**config.mk**
```make
export PLATFORM = sky130hd
export DESIGN_NAME = dbus_sramx_bridge_flat
export DESIGN_NICKNAME = d
export VERILOG_FILES = /design/src/rtl/dbus_sramx_bridge_if.sv /design/src/rtl/dbus_sramx_bridge.sv /design/src/flat_wrapper.sv
export SDC_FILE = /design/constraint.sdc
export NUM_CORES = 1
export LEC_CHECK = 0
export CELL_PAD_IN_SITES_DETAIL_PLACEMENT = 1
export CELL_PAD_IN_SITES_GLOBAL_PLACEMENT = 2
export CORE_ASPECT_RATIO = 0.5
export CORE_UTILIZATION = 31
export DETAILED_ROUTE_END_ITERATION = 6
export DONT_BUFFER_PORTS = 1
export GPL_ROUTABILITY_DRIVEN = 0
export PLACE_DENSITY = 0.8
export SLEW_MARGIN = 15
export SYNTH_ARGS = -nofsm -noshare
export SYNTH_HDL_FRONTEND = slang
export SYNTH_SLANG_ARGS = --single-unit
```
**constraint.sdc**
```tcl
create_clock -name clk -period 2.45 [get_ports clk]
set_input_delay 0.735 -clock clk [delete_from_list [all_inputs] [get_ports clk]]
set_output_delay 0.735 -clock clk [all_outputs]
set_load 0.01 [all_outputs]
```
**src/rtl/dbus_sramx_bridge_if.sv**
```systemverilog
// Core data-bus request/response handshake between the core (master) and the SRAM bridge (slave).
interface dbus_sramx_bridge_if #(
  parameter int ADDR_WIDTH = 32,
  parameter int DATA_WIDTH = 32
);
  logic                    req_valid;
  logic [ADDR_WIDTH-1:0]   req_addr;
  logic [1:0]              req_size;
  logic [DATA_WIDTH/8-1:0] req_strobe;
  logic [DATA_WIDTH-1:0]   req_wdata;
  logic                    addr_ok;
  logic                    data_ok;
  logic [DATA_WIDTH-1:0]   resp_rdata;
  logic                    resp_err;
  logic                    resp_ready;

  modport master (
    output req_valid, req_addr, req_size, req_strobe, req_wdata, resp_ready,
    input  addr_ok, data_ok, resp_rdata, resp_err
  );

  modport slave (
    input  req_valid, req_addr, req_size, req_strobe, req_wdata, resp_ready,
    output addr_ok, data_ok, resp_rdata, resp_err
  );
endinterface

```
**src/rtl/dbus_sramx_bridge.sv**
```systemverilog
// Data-bus to 1-cycle-latency SRAM bridge; DBUS_SRAMX_ALIGN_CHECK_EN enables misaligned-access errors.
// Latency: response one cycle after accept, later only while the core backpressures.
// Backpressure: an unconsumed response is parked in a buffer and no new request is accepted.
module dbus_sramx_bridge #(
  parameter int ADDR_WIDTH = 32,
  parameter int DATA_WIDTH = 32
) (
  input  logic                    clk,
  input  logic                    reset,
  dbus_sramx_bridge_if.slave      bus,
  output logic                    sram_en,
  output logic [DATA_WIDTH/8-1:0] sram_wen,
  output logic [ADDR_WIDTH-1:0]   sram_addr,
  output logic [DATA_WIDTH-1:0]   sram_wdata,
  input  logic [DATA_WIDTH-1:0]   sram_rdata
);
  typedef enum logic [1:0] {IDLE, PEND, HOLD} state_t;

  state_t                state, state_nxt;
  logic                  pend_wr;
  logic                  pend_err;
  logic                  buf_err;
  logic [DATA_WIDTH-1:0] buf_rdata;
  logic [DATA_WIDTH-1:0] pend_rdata;
  logic                  accept;
  logic                  misaligned;
  logic                  issue;
  logic                  capture;

`ifdef DBUS_SRAMX_ALIGN_CHECK_EN
  always_comb begin
    misaligned = 1'b0;
    case (bus.req_size)
      2'd0:    misaligned = 1'b0;
      2'd1:    misaligned = bus.req_addr[0];
      default: misaligned = |bus.req_addr[1:0];
    endcase
  end
`else
  assign misaligned = 1'b0;
`endif

  // A new request may only enter when the presented response (if any) leaves this cycle.
  assign accept = bus.req_valid && !reset && (state == IDLE || bus.resp_ready);
  assign issue  = accept && !misaligned;

  assign bus.addr_ok = accept;
  assign sram_en     = issue;
  assign sram_wen    = issue  ? bus.req_strobe : '0;
  assign sram_addr   = accept ? bus.req_addr   : '0;
  assign sram_wdata  = accept ? bus.req_wdata  : '0;

  // Writes and rejected accesses never forward whatever sits on the SRAM read bus.
  assign pend_rdata = (pend_wr || pend_err) ? '0 : sram_rdata;

  always_comb begin
    state_nxt      = state;
    capture        = 1'b0;
    bus.data_ok    = 1'b0;
    bus.resp_rdata = '0;
    bus.resp_err   = 1'b0;
    case (state)
      IDLE: begin
        if (accept) state_nxt = PEND;
      end
      PEND: begin
        bus.data_ok    = 1'b1;
        bus.resp_rdata = pend_rdata;
        bus.resp_err   = pend_err;
        if (bus.resp_ready) begin
          state_nxt = accept ? PEND : IDLE;
        end else begin
          state_nxt = HOLD;
          capture   = 1'b1;
        end
      end
      HOLD: begin
        bus.data_ok    = 1'b1;
        bus.resp_rdata = buf_rdata;
        bus.resp_err   = buf_err;
        if (bus.resp_ready) state_nxt = accept ? PEND : IDLE;
      end
      default: state_nxt = IDLE;
    endcase
  end

  always_ff @(posedge clk or posedge reset) begin
    if (reset) begin
      state     <= IDLE;
      pend_wr   <= 1'b0;
      pend_err  <= 1'b0;
      buf_rdata <= '0;
      buf_err   <= 1'b0;
    end else begin
      state <= state_nxt;
      if (accept) begin
        pend_wr  <= |bus.req_strobe;
        pend_err <= misaligned;
      end
      if (capture) begin
        buf_rdata <= pend_rdata;
        buf_err   <= pend_err;
      end
    end
  end
endmodule

```
**src/flat_wrapper.sv**
```systemverilog
// flat-port wrapper written by rule: the top's interface ports become plain ports
module dbus_sramx_bridge_flat 
#(
  parameter int ADDR_WIDTH = 32,
  parameter int DATA_WIDTH = 32
)
  (clk, reset, sram_en, sram_wen, sram_addr, sram_wdata, sram_rdata, bus_req_valid, bus_req_addr, bus_req_size, bus_req_strobe, bus_req_wdata, bus_resp_ready, bus_addr_ok, bus_data_ok, bus_resp_rdata, bus_resp_err);
  dbus_sramx_bridge_if #(.ADDR_WIDTH(ADDR_WIDTH), .DATA_WIDTH(DATA_WIDTH)) bus_i ();
  input  logic clk;
  input  logic reset;
  output logic sram_en;
  output logic [DATA_WIDTH/8-1:0] sram_wen;
  output logic [ADDR_WIDTH-1:0] sram_addr;
  output logic [DATA_WIDTH-1:0] sram_wdata;
  input  logic [DATA_WIDTH-1:0] sram_rdata;
  input wire logic [$bits(bus_i.req_valid)-1:0] bus_req_valid;
  input wire logic [$bits(bus_i.req_addr)-1:0] bus_req_addr;
  input wire logic [$bits(bus_i.req_size)-1:0] bus_req_size;
  input wire logic [$bits(bus_i.req_strobe)-1:0] bus_req_strobe;
  input wire logic [$bits(bus_i.req_wdata)-1:0] bus_req_wdata;
  input wire logic [$bits(bus_i.resp_ready)-1:0] bus_resp_ready;
  output wire logic [$bits(bus_i.addr_ok)-1:0] bus_addr_ok;
  output wire logic [$bits(bus_i.data_ok)-1:0] bus_data_ok;
  output wire logic [$bits(bus_i.resp_rdata)-1:0] bus_resp_rdata;
  output wire logic [$bits(bus_i.resp_err)-1:0] bus_resp_err;
  assign bus_i.req_valid = bus_req_valid;
  assign bus_i.req_addr = bus_req_addr;
  assign bus_i.req_size = bus_req_size;
  assign bus_i.req_strobe = bus_req_strobe;
  assign bus_i.req_wdata = bus_req_wdata;
  assign bus_i.resp_ready = bus_resp_ready;
  assign bus_addr_ok = bus_i.addr_ok;
  assign bus_data_ok = bus_i.data_ok;
  assign bus_resp_rdata = bus_i.resp_rdata;
  assign bus_resp_err = bus_i.resp_err;
  dbus_sramx_bridge #(.ADDR_WIDTH(ADDR_WIDTH), .DATA_WIDTH(DATA_WIDTH)) u_core (.clk(clk), .reset(reset), .bus(bus_i), .sram_en(sram_en), .sram_wen(sram_wen), .sram_addr(sram_addr), .sram_wdata(sram_wdata), .sram_rdata(sram_rdata));
endmodule
```
=== Yosys cells after proc, flatten, opt, wreduce, memory -nomap -nowiden ===
Index checks and enable logic that the tools add are counted.

* Eq/ne operators: 4
* Mux-type cells: 13
* Reductions and logical operators: 8

{| class="wikitable"
|+ Operator list
! cell !! count
|-
| $mux W32 || 3
|-
| $pmux W32 S2 || 1
|-
| $mux W2 || 3
|-
| $pmux W2 S3 || 1
|-
| $mux W1 || 4
|-
| $mux W4 || 1
|-
| $reduce_or A4 Y1 || 1
|-
| $eq A2 B1 Y1 const B || 1
|-
| $eq A2 B2 Y1 const B || 1
|-
| $logic_and A1 B1 Y1 || 2
|-
| $logic_not A2 Y1 || 1
|-
| $ne A2 B1 Y1 const B || 1
|-
| $ne A2 B2 Y1 const B || 1
|-
| $reduce_and A2 Y1 || 1
|-
| $reduce_or A2 Y1 || 1
|-
| $logic_not A1 Y1 || 1
|-
| $logic_or A1 B1 Y1 || 1
|}

* Register bits after elaboration: 35
* Input bits: 106
* Output and inout port bits: 104
* Logic and storage cells: 28

=== Longest topological paths before layout ===
Gate-level depths: netlist of run 1.

* Depth in word-level cells: 6
* Depth in mapped cells: 7
* Mapped depth without buffers: 5

=== Worst setup path after synthesis of run 1 ===
No wires, ideal clock.

* Path kind: input to output
* From: input reset
* To: output sram_addr[25]
* Arrival time: 1.440 ns
* Data required time: 1.715 ns
* Slack: 0.275 ns
* Stages on the path: 4
* Buffers on the path: 1
* Cells stage by stage: nand2b_4 nor2_2 buf_2 and2_1

* Word-level cells in the longest chain between the ends: 4

{| class="wikitable"
|+ Ends and longest elaborated chain
! what !! line !! text
|-
| from (decl) || flat_wrapper.sv:10 || <nowiki>input logic reset;</nowiki>
|-
| $logic_not A1 Y1 (no line) || n/a ||
|-
| $logic_and A1 B1 Y1 (2 in a row) || dbus_sramx_bridge.sv:44 || <nowiki>assign accept = bus.req_valid && !reset && (state == IDLE || bus.resp_ready);</nowiki>
|-
| net bus_addr_ok || flat_wrapper.sv:22 || <nowiki>output wire logic [$bits(bus_i.addr_ok)-1:0] bus_addr_ok;</nowiki>
|-
| $mux W32 || dbus_sramx_bridge.sv:50 || <nowiki>assign sram_addr = accept ? bus.req_addr : '0;</nowiki>
|-
| to (decl) || flat_wrapper.sv:13 || <nowiki>output logic [ADDR_WIDTH-1:0] sram_addr;</nowiki>
|}

The timed path passes the listed nets, and every way through them passes these cells.

=== Final worst setup path of run 1 ===
* From: register u_core.state[1]
* To: output bus_resp_rdata[3]

* Word-level cells in the longest chain between the ends: 2
* Elaborated cells between the ends (all ways): 3
* Those cells by class: eq/ne: 2; mux: 1

{| class="wikitable"
|+ Ends and longest elaborated chain
! what !! line !! text
|-
| from (decl) || dbus_sramx_bridge.sv:19 || <nowiki>state_t state, state_nxt;</nowiki>
|-
| from (signal assigned) || dbus_sramx_bridge.sv:95 || <nowiki>state <= state_nxt;</nowiki>
|-
| $eq A2 B2 Y1 / $eq A2 B1 Y1 (equally long branches) || dbus_sramx_bridge.sv:62 || <nowiki>case (state)</nowiki>
|-
| $pmux W32 S2 (*) || dbus_sramx_bridge.sv:62 ||
|-
| to (decl) || flat_wrapper.sv:24 || <nowiki>output wire logic [$bits(bus_i.resp_rdata)-1:0] bus_resp_rdata;</nowiki>
|}

Mark *: on every way between the ends. The rest lies on a longest branch, timed or not.

==> impl_metrics.toml, run 1 <==
[status]
status = "complete, no violations"

[worst_setup_path]
worstPathMaxFanout = 5
required_ns = 1.71
cp_data_arrival_time_ns = 1.70
crit_start = "u_core.state[1]$_DFFE_PP0P_"
r2r_slack_ns = 0.71
critical_path.reg2reg.endpoint = "u_core.state[1]$_DFFE_PP0P_"
reg2reg_depth = 6
max_stage_delay_ns = 0.39
cpMaxStageDelayCell = "dfrtp_1"
cp-start-kind = "register"
r2r-start = "u_core.state[1]$_DFFE_PP0P_"
path_cells = "inv_2 -> ha_4 -> nor2b_4 -> buf_12 -> clkbuf_16 -> a22oi_1 -> nor2b_2"
crit_type = "reg2out"
end_kind = "primary output"

[timing]
max_slew_margin_pct = 64.1
fmax_ghz = 0.410
finalHoldViolCount = 0
layout_setup_ws_ns = 0.0110
tns_ns = 0
period_needed_ns = 2.44
skew_ns = 0.00529
fin_crit_sh_pct = 99.6
setup_violations = 0
worst_pin_slew_ns = 0.538
drv_slew = 0

[logic_synthesis]
syn_area_sq_um = 2550
syn_nets = 426
synth_seq_cells = 35
syn_avg_cell_area_sq_um = 8.07
yosysSeqAreaShare_pct = 34.3
synth_edf_count = 0
synthFlopType = "dfrtp_1"
synth_warnings = 0
synth_top_area_share_pct = 34.3
synthCells = 316
synth_cell_types = 24
synthArstFlopShare_pct = 100
synth.area.top_cells = "dfrtp_1 34%, and2_1 17%, a22oi_1 9.4%"
yosys.area.top_type = "dfrtp_1"

[place]
place_hpwl_um = 6940
dp.cells = 404
place_ws_ns = 0.204
post_dp_cell_area_sq_um = 2660
portBuffers = 0

[drt]
avgViaCountPerCell = 5.30
drt.antenna.violating_nets = 0
drt_wl_total_um = 9810
dr.pass1.iters = 4
route.detailed.drc = 0
wl_per_cell_um = 23.0
drtIter0Drc = 80
vias = 2264

[layout]
final_nets = 426
postLayoutCoreUtil_pct = 42.3
drive_gt1_share_pct = 29.0
syn_to_final_growth_pct = 26.9
stdcell_count = 427
final_cell_area_sq_um = 3240

[die]
io_pins = 210
rows = 22
dieWidth_um = 130
initial_core_util_pct = 33.3
fp.dieH_um = 66.1
coreArea_sq_um = 7650
die_area_sq_um = 8610

[cts]
root_buffer = "clkbuf_16"
cts_tree = "yes"
clk_latency_ns = 0.27
cts-htree-levels = 2
cts.sinks = 35
clockBufferDepth = 2
clk_pin_slew_ns = 0.05
cts_buffers = 5

[grt]
grt_pass1_vias = 2129
grtUsageTotal_pct = 19.7
antenna_found_initial = 5
grt_start_max_net_pins = 72
grt-ovfl-total = 0
grt_pass1_wl_um = 12700

[run]
cap_violations = 0

[power]
p_per_area_nw_per_um2 = 860
peakVddDrop_uv = 346
p_leak_nw = 1.21

[worst_hold_path]
holdCritPathClass = "in2async"
cells in the mapped netlist (2+ instances only):
library cell,n
nand2b_1,35
nor2_1,2
ha_1,4
nor2b_1,33
and2_1,68
a22oi_1,32
o21ai_1,32
clkbuf_1,10
inv_1,3
buf_4,3
buf_2,16
dfrtp_1,35
nand2_1,32
worst max-delay path: cells and delay by family (launching register included):
family	cells	cell delay, ns
fa+ha+maj	1	0.16
buf+inv	3	0.39
simple gates	2	0.41
flops	1	0.39
compound gates	1	0.08
registers in the layout, summed over array words and instances (netlist names):
register / count
u_core.buf_rdata: 32
u_core.pend_wr: 1
u_core.state: 2
metrics by stage:
step                      hold WS (ns)  power [W]
after floorplan                  0.456    0.00154
after global placement           0.468    0.00173
after detailed placement         0.479    0.00179
after CTS                        0.474    0.00255
after global routing             0.511    0.00296
final                            0.460    0.00278
where the power goes:
group          switching, W  leakage [nW]  internal, W
registers         0.0000789         0.477     0.000700
clock network      0.000232        0.0869     0.000505
logic              0.000675         0.648     0.000592
total              0.000986          1.21      0.00180
cell type report:
| class | instances | area [sq um] |
|---|---|---|
| antenna | 2 | 5.00 |
| clock inverter | 2 | 35.0 |
| tap | 108 | 135 |
| multi-input combinational | 248 | 1680 |
| inverter | 3 | 11.3 |
| fill | 895 | 4420 |
| timing repair buffer | 23 | 349 |
| clock buffer | 6 | 139 |
| sequential | 35 | 877 |
worst max path at each step:
stage	endpoint	depth (start not counted)	slack [ns]
2_1_floorplan	sram_addr[25]	4	0.28
3_3_place_gp	sram_wdata[18]	4	0.24
3_5_place_dp	sram_addr[5]	4	0.20
4_1_cts	sram_addr[5]	6	-0.02
5_1_grt	bus_resp_rdata[3]	7	-0.05
6_report	bus_resp_rdata[3]	7	0.01
kinds of logic after synthesis:
group                      after synthesis  synth area share (%)
and+or+nand+nor                        173                  39.5
adders and majority gates                4                  1.96
buffers and inverters                   33                  6.38
DFF                                     35                  34.3
muxes                                    1                 0.442
other                                    1                 0.147
AOI/OAI and AO/OA                       69                  17.3
cell usage in the layout (no fill, tap or decap), drive strengths merged, types with 2 or more instances in the layout:
master,Yosys,routed
and2,68,68
nand2b,36,36
dfrtp,35,35
o21ai,33,33
nor2b,33,33
nand2,32,32
a22oi,32,32
buf,20,18
clkbuf,10,11
ha,4,4
inv,3,3
nor2,3,3
diode,0,2
routing by layer:
layer | share of wire (%) | track usage, % | vias up | wire, um
li1 | - | - | 1040 | -
met1 | 39 | 21.8 | 1122 | 3850
met2 | 50 | 35.1 | 85 | 4940
met3 | 9.5 | 9.06 | 11 | 931
met4 | 0.55 | 3.49 | 6 | 54
met5 | 0.36 | 0 | - | 35
repair_timing:
item / CTS / global route
pin swaps: 0 / 1
gates cloned: 0 / 8
resized for setup: 6 / 58
setup buffers: 0 / 5
hold buffers: 0 / 0
endpoints found under the setup margin: 45 / 100
(Power assumes the default switching activity.)
==> run 2, diff against run 1 <==
--- a/config.mk
+++ b/config.mk
@@ -12,6 +12,7 @@
 export DETAILED_ROUTE_END_ITERATION = 6
 export DONT_BUFFER_PORTS = 1
 export GPL_ROUTABILITY_DRIVEN = 0
+export GPL_TIMING_DRIVEN = 0
 export PLACE_DENSITY = 0.8
 export SLEW_MARGIN = 15
 export SYNTH_ARGS = -nofsm -noshare
==> impl_metrics.toml, run 2 (synthesis gave the netlist of run 1 again) <==
[die]
initial_core_util_pct = 33.3
dieWidth_um = 130
rows = 22
die_area_sq_um = 8610
fp.dieH_um = 66.1
coreArea_sq_um = 7650
io_pins = 210

[timing]
max_slew_margin_pct = 49.2
grt_setup_unrepaired = "yes"
period_needed_ns = 2.42
skew_ns = 0.00562
drv_slew = 0
fmax_ghz = 0.414
fin_crit_sh_pct = 98.7
finalHoldViolCount = 0
setup_violations = 0
worst_pin_slew_ns = 0.760

[worst_setup_path]
crit_type = "reg2out"
end_kind = "primary output"
required_ns = 1.71
r2r-start = "u_core.state[0]$_DFFE_PP0P_"
worstPathMaxFanout = 11
r2r_slack_ns = 0.86
critical_path.reg2reg.endpoint = "u_core.pend_wr$_DFFE_PP0N_"
reg2reg_depth = 6
cp-start-kind = "register"
cp_data_arrival_time_ns = 1.68

[layout]
num-fill-cells = 939
drive_gt1_share_pct = 22.7
top_regs = "u_core.buf_rdata (32), u_core.state (2), u_core.pend_wr (1)"
largest_reg_flops = 32
final_nets = 435
final_cell_area_sq_um = 3040
mostFrequentLayoutCells = "60 x and2_1, 35 x nand2b_1, 34 x dfrtp_1"
final_common_cell = "and2_1"
syn_to_final_growth_pct = 19.0
stdcell_count = 438
top_register = "u_core.buf_rdata"

[status]
status = "complete, no violations"

[place]
post_dp_cell_area_sq_um = 2690
portBuffers = 0
place_hpwl_um = 7810
dp.cells = 424

[grt]
grt_pass1_wl_um = 14100
grt_start_max_net_pins = 36
grt-ovfl-total = 0
antenna_found_initial = 7
grt_pass1_vias = 2371
grtUsageTotal_pct = 22.4

[cts]
cts_tree = "yes"
root_buffer = "clkbuf_16"
cts_buffers = 5
clockBufferDepth = 2
clk_latency_ns = 0.28
clk_pin_slew_ns = 0.05
cts.sinks = 35
cts-htree-levels = 2

[power]
totalPowerFinal_w = 0.00262
p_per_area_nw_per_um2 = 863
p_leak_nw = 1.14
peakVddDrop_uv = 278

[drt]
drt.antenna.violating_nets = 0
vias = 2270
drt_wl_total_um = 9590
wl_per_cell_um = 21.9
route.detailed.drc = 0
dr.pass1.iters = 4
drtIter0Drc = 68
avgViaCountPerCell = 5.18

[worst_hold_path]
holdCritPathClass = "in2async"

[run]
cap_violations = 0
## run 2: layout make-up
type / count / area (sq um) / area share, %
Sequential cell: 35 / 877 / 28.9
Clock buffer: 7 / 133 / 4.37
Antenna cell: 4 / 10.0 / 0.330
Inverter: 3 / 11.3 / 0.371
Buffer: 30 / 226 / 7.46
Timing Repair Buffer: 2 / 15.0 / 0.495
Clock inverter: 1 / 5.00 / 0.165
Tap cell: 108 / 135 / 4.45
Multi-Input combinational cell: 248 / 1620 / 53.5
## run 2: how the worst max path moves through the flow
| stage | end | startpoint | slack (ns) | cells past startpoint |
|---|---|---|---|---|
| 3_3_place_gp | sram_addr[26] | reset | -0.09 | 4 |
| 6_report | sram_addr[27] | u_core.state[0]$_DFFE_PP0P_ | 0.03 | 6 |
| 4_1_cts | bus_resp_rdata[22] | u_core.state[1]$_DFFE_PP0P_ | 0.002 | 7 |
| 2_1_floorplan | sram_addr[25] | reset | 0.28 | 4 |
| 3_5_place_dp | sram_addr[27] | reset | -0.07 | 4 |
| 5_1_grt | sram_addr[16] | u_core.state[0]$_DFFE_PP0P_ | -0.03 | 6 |
## run 2: per-layer routing
layer / up-vias / part of all wire, % / track usage [%]
met2: 77 / 51 / 40.9
met1: 1118 / 40 / 25.4
met5: - / 0.43 / 0
met3: 15 / 8.3 / 7.61
met4: 6 / 0.88 / 4.80
li1: 1054 / - / -
## run 2: timing repair
| item | CTS | global route |
|---|---|---|
| resized for setup | 37 | 28 |
| buffers inserted | 2 | 0 |
| setup endpoints to repair | 99 | 39 |
| hold buffers | 0 | 0 |
## run 2: worst max-delay path, cell delays in order, from the launching register on
cell     delay [ns]
dfrtp_2        0.44
inv_2          0.11
ha_4           0.16
nor2_1         0.06
nor2_4         0.18
buf_4          0.21
and2_2         0.24
## run 2: through the flow
| step | util (%) | hold WS, ns | setup TNS, ns | setup slack (ns) |
|---|---|---|---|---|
| 4_1_cts | 38.4 | 0.490 | 0 | 0.00151 |
| 2_1_floorplan | - | 0.456 | 0 | 0.275 |
| 5_1_grt | 39.6 | 0.506 | -0.294 | -0.0291 |
| 3_3_place_gp | 35.1 | 0.469 | -0.474 | -0.0892 |
| 6_report | 39.7 | 0.475 | 0 | 0.0330 |
| 3_5_place_dp | 35.1 | 0.477 | -0.360 | -0.0679 |
## run 2: report_power, final
part / switching, W / total [W] / internal (W)
combinational: 0.000680 / 0.00123 / 0.000548
sequential: 0.0000830 / 0.000783 / 0.000700
clock: 0.000232 / 0.000608 / 0.000376
total: 0.000996 / 0.00262 / 0.00162
==> run 3, diff against run 2 <==
--- a/config.mk
+++ b/config.mk
@@ -8,12 +8,12 @@
 export CELL_PAD_IN_SITES_DETAIL_PLACEMENT = 1
 export CELL_PAD_IN_SITES_GLOBAL_PLACEMENT = 2
 export CORE_ASPECT_RATIO = 0.5
-export CORE_UTILIZATION = 31
+export CORE_UTILIZATION = 25
 export DETAILED_ROUTE_END_ITERATION = 6
 export DONT_BUFFER_PORTS = 1
 export GPL_ROUTABILITY_DRIVEN = 0
 export GPL_TIMING_DRIVEN = 0
-export PLACE_DENSITY = 0.8
+export PLACE_DENSITY = 0.67
 export SLEW_MARGIN = 15
 export SYNTH_ARGS = -nofsm -noshare
 export SYNTH_HDL_FRONTEND = slang
==> impl_metrics.toml, run 3 (synthesis gave the netlist of run 1 again) <==
[die]
dieWidth_um = 145
io_pins = 210
rows = 25
initial_core_util_pct = 26.4
fp.dieH_um = 73.4
coreArea_sq_um = 9670
die_area_sq_um = 10600

[layout]
final_common_cell = "and2_1"
largest_reg_flops = 32
drive_gt1_share_pct = 29.8
mostFrequentLayoutCells = "59 x and2_1, 35 x nand2b_1, 35 x dfrtp_1"
syn_to_final_growth_pct = 26.6
num-fill-cells = 1117
top_register = "u_core.buf_rdata"
final_nets = 438
final_cell_area_sq_um = 3230
top_regs = "u_core.buf_rdata (32), u_core.state (2), u_core.pend_wr (1)"

[grt]
antenna_found_initial = 4
grtUsageTotal_pct = 17.4
grt_start_max_net_pins = 20
grt_pass1_vias = 2314
grt_pass1_wl_um = 13700
grt-ovfl-total = 0

[cts]
clk_pin_slew_ns = 0.06
root_buffer = "clkbuf_16"
hold_buffers = 0
cts_tree = "yes"
clk_latency_ns = 0.28
cts.sinks = 35
cts_buffers = 5
clockBufferDepth = 2
cts-htree-levels = 2

[place]
portBuffers = 0
post_dp_cell_area_sq_um = 2750
place_hpwl_um = 7780

[worst_setup_path]
max_stage_delay_ns = 0.43
worstPathMaxFanout = 10
cpMaxStageDelayCell = "dfrtp_1"
cp_data_arrival_time_ns = 1.69
r2r-start = "u_core.state[0]$_DFFE_PP0P_"
cp-start-kind = "register"
crit_start = "u_core.state[0]$_DFFE_PP0P_"
path_delay_family = "buffers and inverters"
required_ns = 1.71
cp_num_buf_inv = 3
path_cells = "inv_2 -> ha_1 -> buf_4 -> clkbuf_8 -> a22oi_1 -> nor2b_2"
end_kind = "primary output"
crit_type = "reg2out"

[drt]
dr.pass1.iters = 4
route.detailed.drc = 0
avgViaCountPerCell = 4.79
wl_per_cell_um = 20.5
drt_wl_total_um = 9600
drtIter0Drc = 74
vias = 2242
drt.antenna.violating_nets = 0

[power]
p_per_area_nw_per_um2 = 843
p_leak_nw = 1.19
peakVddDrop_uv = 320

[worst_hold_path]
holdCritPathClass = "in2async"

[timing]
grt_setup_unrepaired = "yes"
drv_slew = 0
max_slew_margin_pct = 64.9
worst_pin_slew_ns = 0.527
fin_crit_sh_pct = 99.1
finalHoldViolCount = 0
period_needed_ns = 2.43
setup_violations = 0
skew_ns = 0.00223
fmax_ghz = 0.412
whs_ns = 0.336

[status]
status = "complete, no violations"

[run]
cap_violations = 0
[run 3: cell types whose count changed in the layout (fill, tap and decap cells not counted), sizes merged]
cell and change:
buf +3, clkbuf -2, clkinv +2
[run 3: report_power, final]
group | switching [W] | internal (W) | total (W)
clock | 0.000236 | 0.000371 | 0.000607
sequential | 0.0000844 | 0.000699 | 0.000783
combinational | 0.000720 | 0.000614 | 0.00133
[run 3: metal layers]
layer  global-route usage, %  share of wire (%)
met3                    7.30                8.2
met1                    19.9                 40
met2                    30.8                 51
met5                       0                  0
met4                    2.92               0.35
[run 3: worst paths after layout]
kind / to / slack (ns) / depth (start not counted)
max reg2reg: u_core.state[1]$_DFFE_PP0P_ / 0.84 / 6
min in group clk: u_core.buf_rdata[5]$_DFFE_PP0N_ / 0.49 / 2
min reg2reg: u_core.buf_rdata[5]$_DFFE_PP0N_ / 0.49 / 2
max: bus_resp_rdata[21] / 0.02 / 6
max in group asynchronous: u_core.buf_rdata[4]$_DFFE_PP0N_ / 1.67 / 2
min: u_core.buf_rdata[19]$_DFFE_PP0N_ / 0.34 / 1
[run 3: cell type report]
cell class	count	area, sq um	share of cell area [%]
Sequential cell	35	876	27.1
Antenna cell	4	10.0	0.310
Multi-Input combinational cell	248	1700	52.8
Clock inverter	3	15.0	0.465
Buffer	30	249	7.71
Timing Repair Buffer	5	70.1	2.17
Inverter	3	11.3	0.349
Clock buffer	5	125	3.87
Tap cell	135	169	5.23
[run 3: metrics by stage]
| step | util [%] | worst slack, ns | std cells | TNS [ns] | total power (W) |
|---|---|---|---|---|---|
| 2_1_floorplan | - | 0.275 | 316 | 0 | 0.00154 |
| 3_3_place_gp | 28.1 | 0.00534 | 451 | 0 | 0.00178 |
| 6_report | 33.4 | 0.0209 | 468 | 0 | 0.00272 |
| 5_1_grt | 33.4 | -0.0379 | 468 | -0.777 | 0.00291 |
| 4_1_cts | 31.2 | -0.00601 | 462 | -0.0123 | 0.00262 |
| 3_5_place_dp | 28.4 | -0.0634 | 452 | -0.268 | 0.00185 |
[run 3: repair_timing]
action	CTS	global route
pin swaps	0	1
setup buffers	2	2
endpoints found under the hold margin	0	0
resized for setup	39	57
setup endpoints to repair	99	101
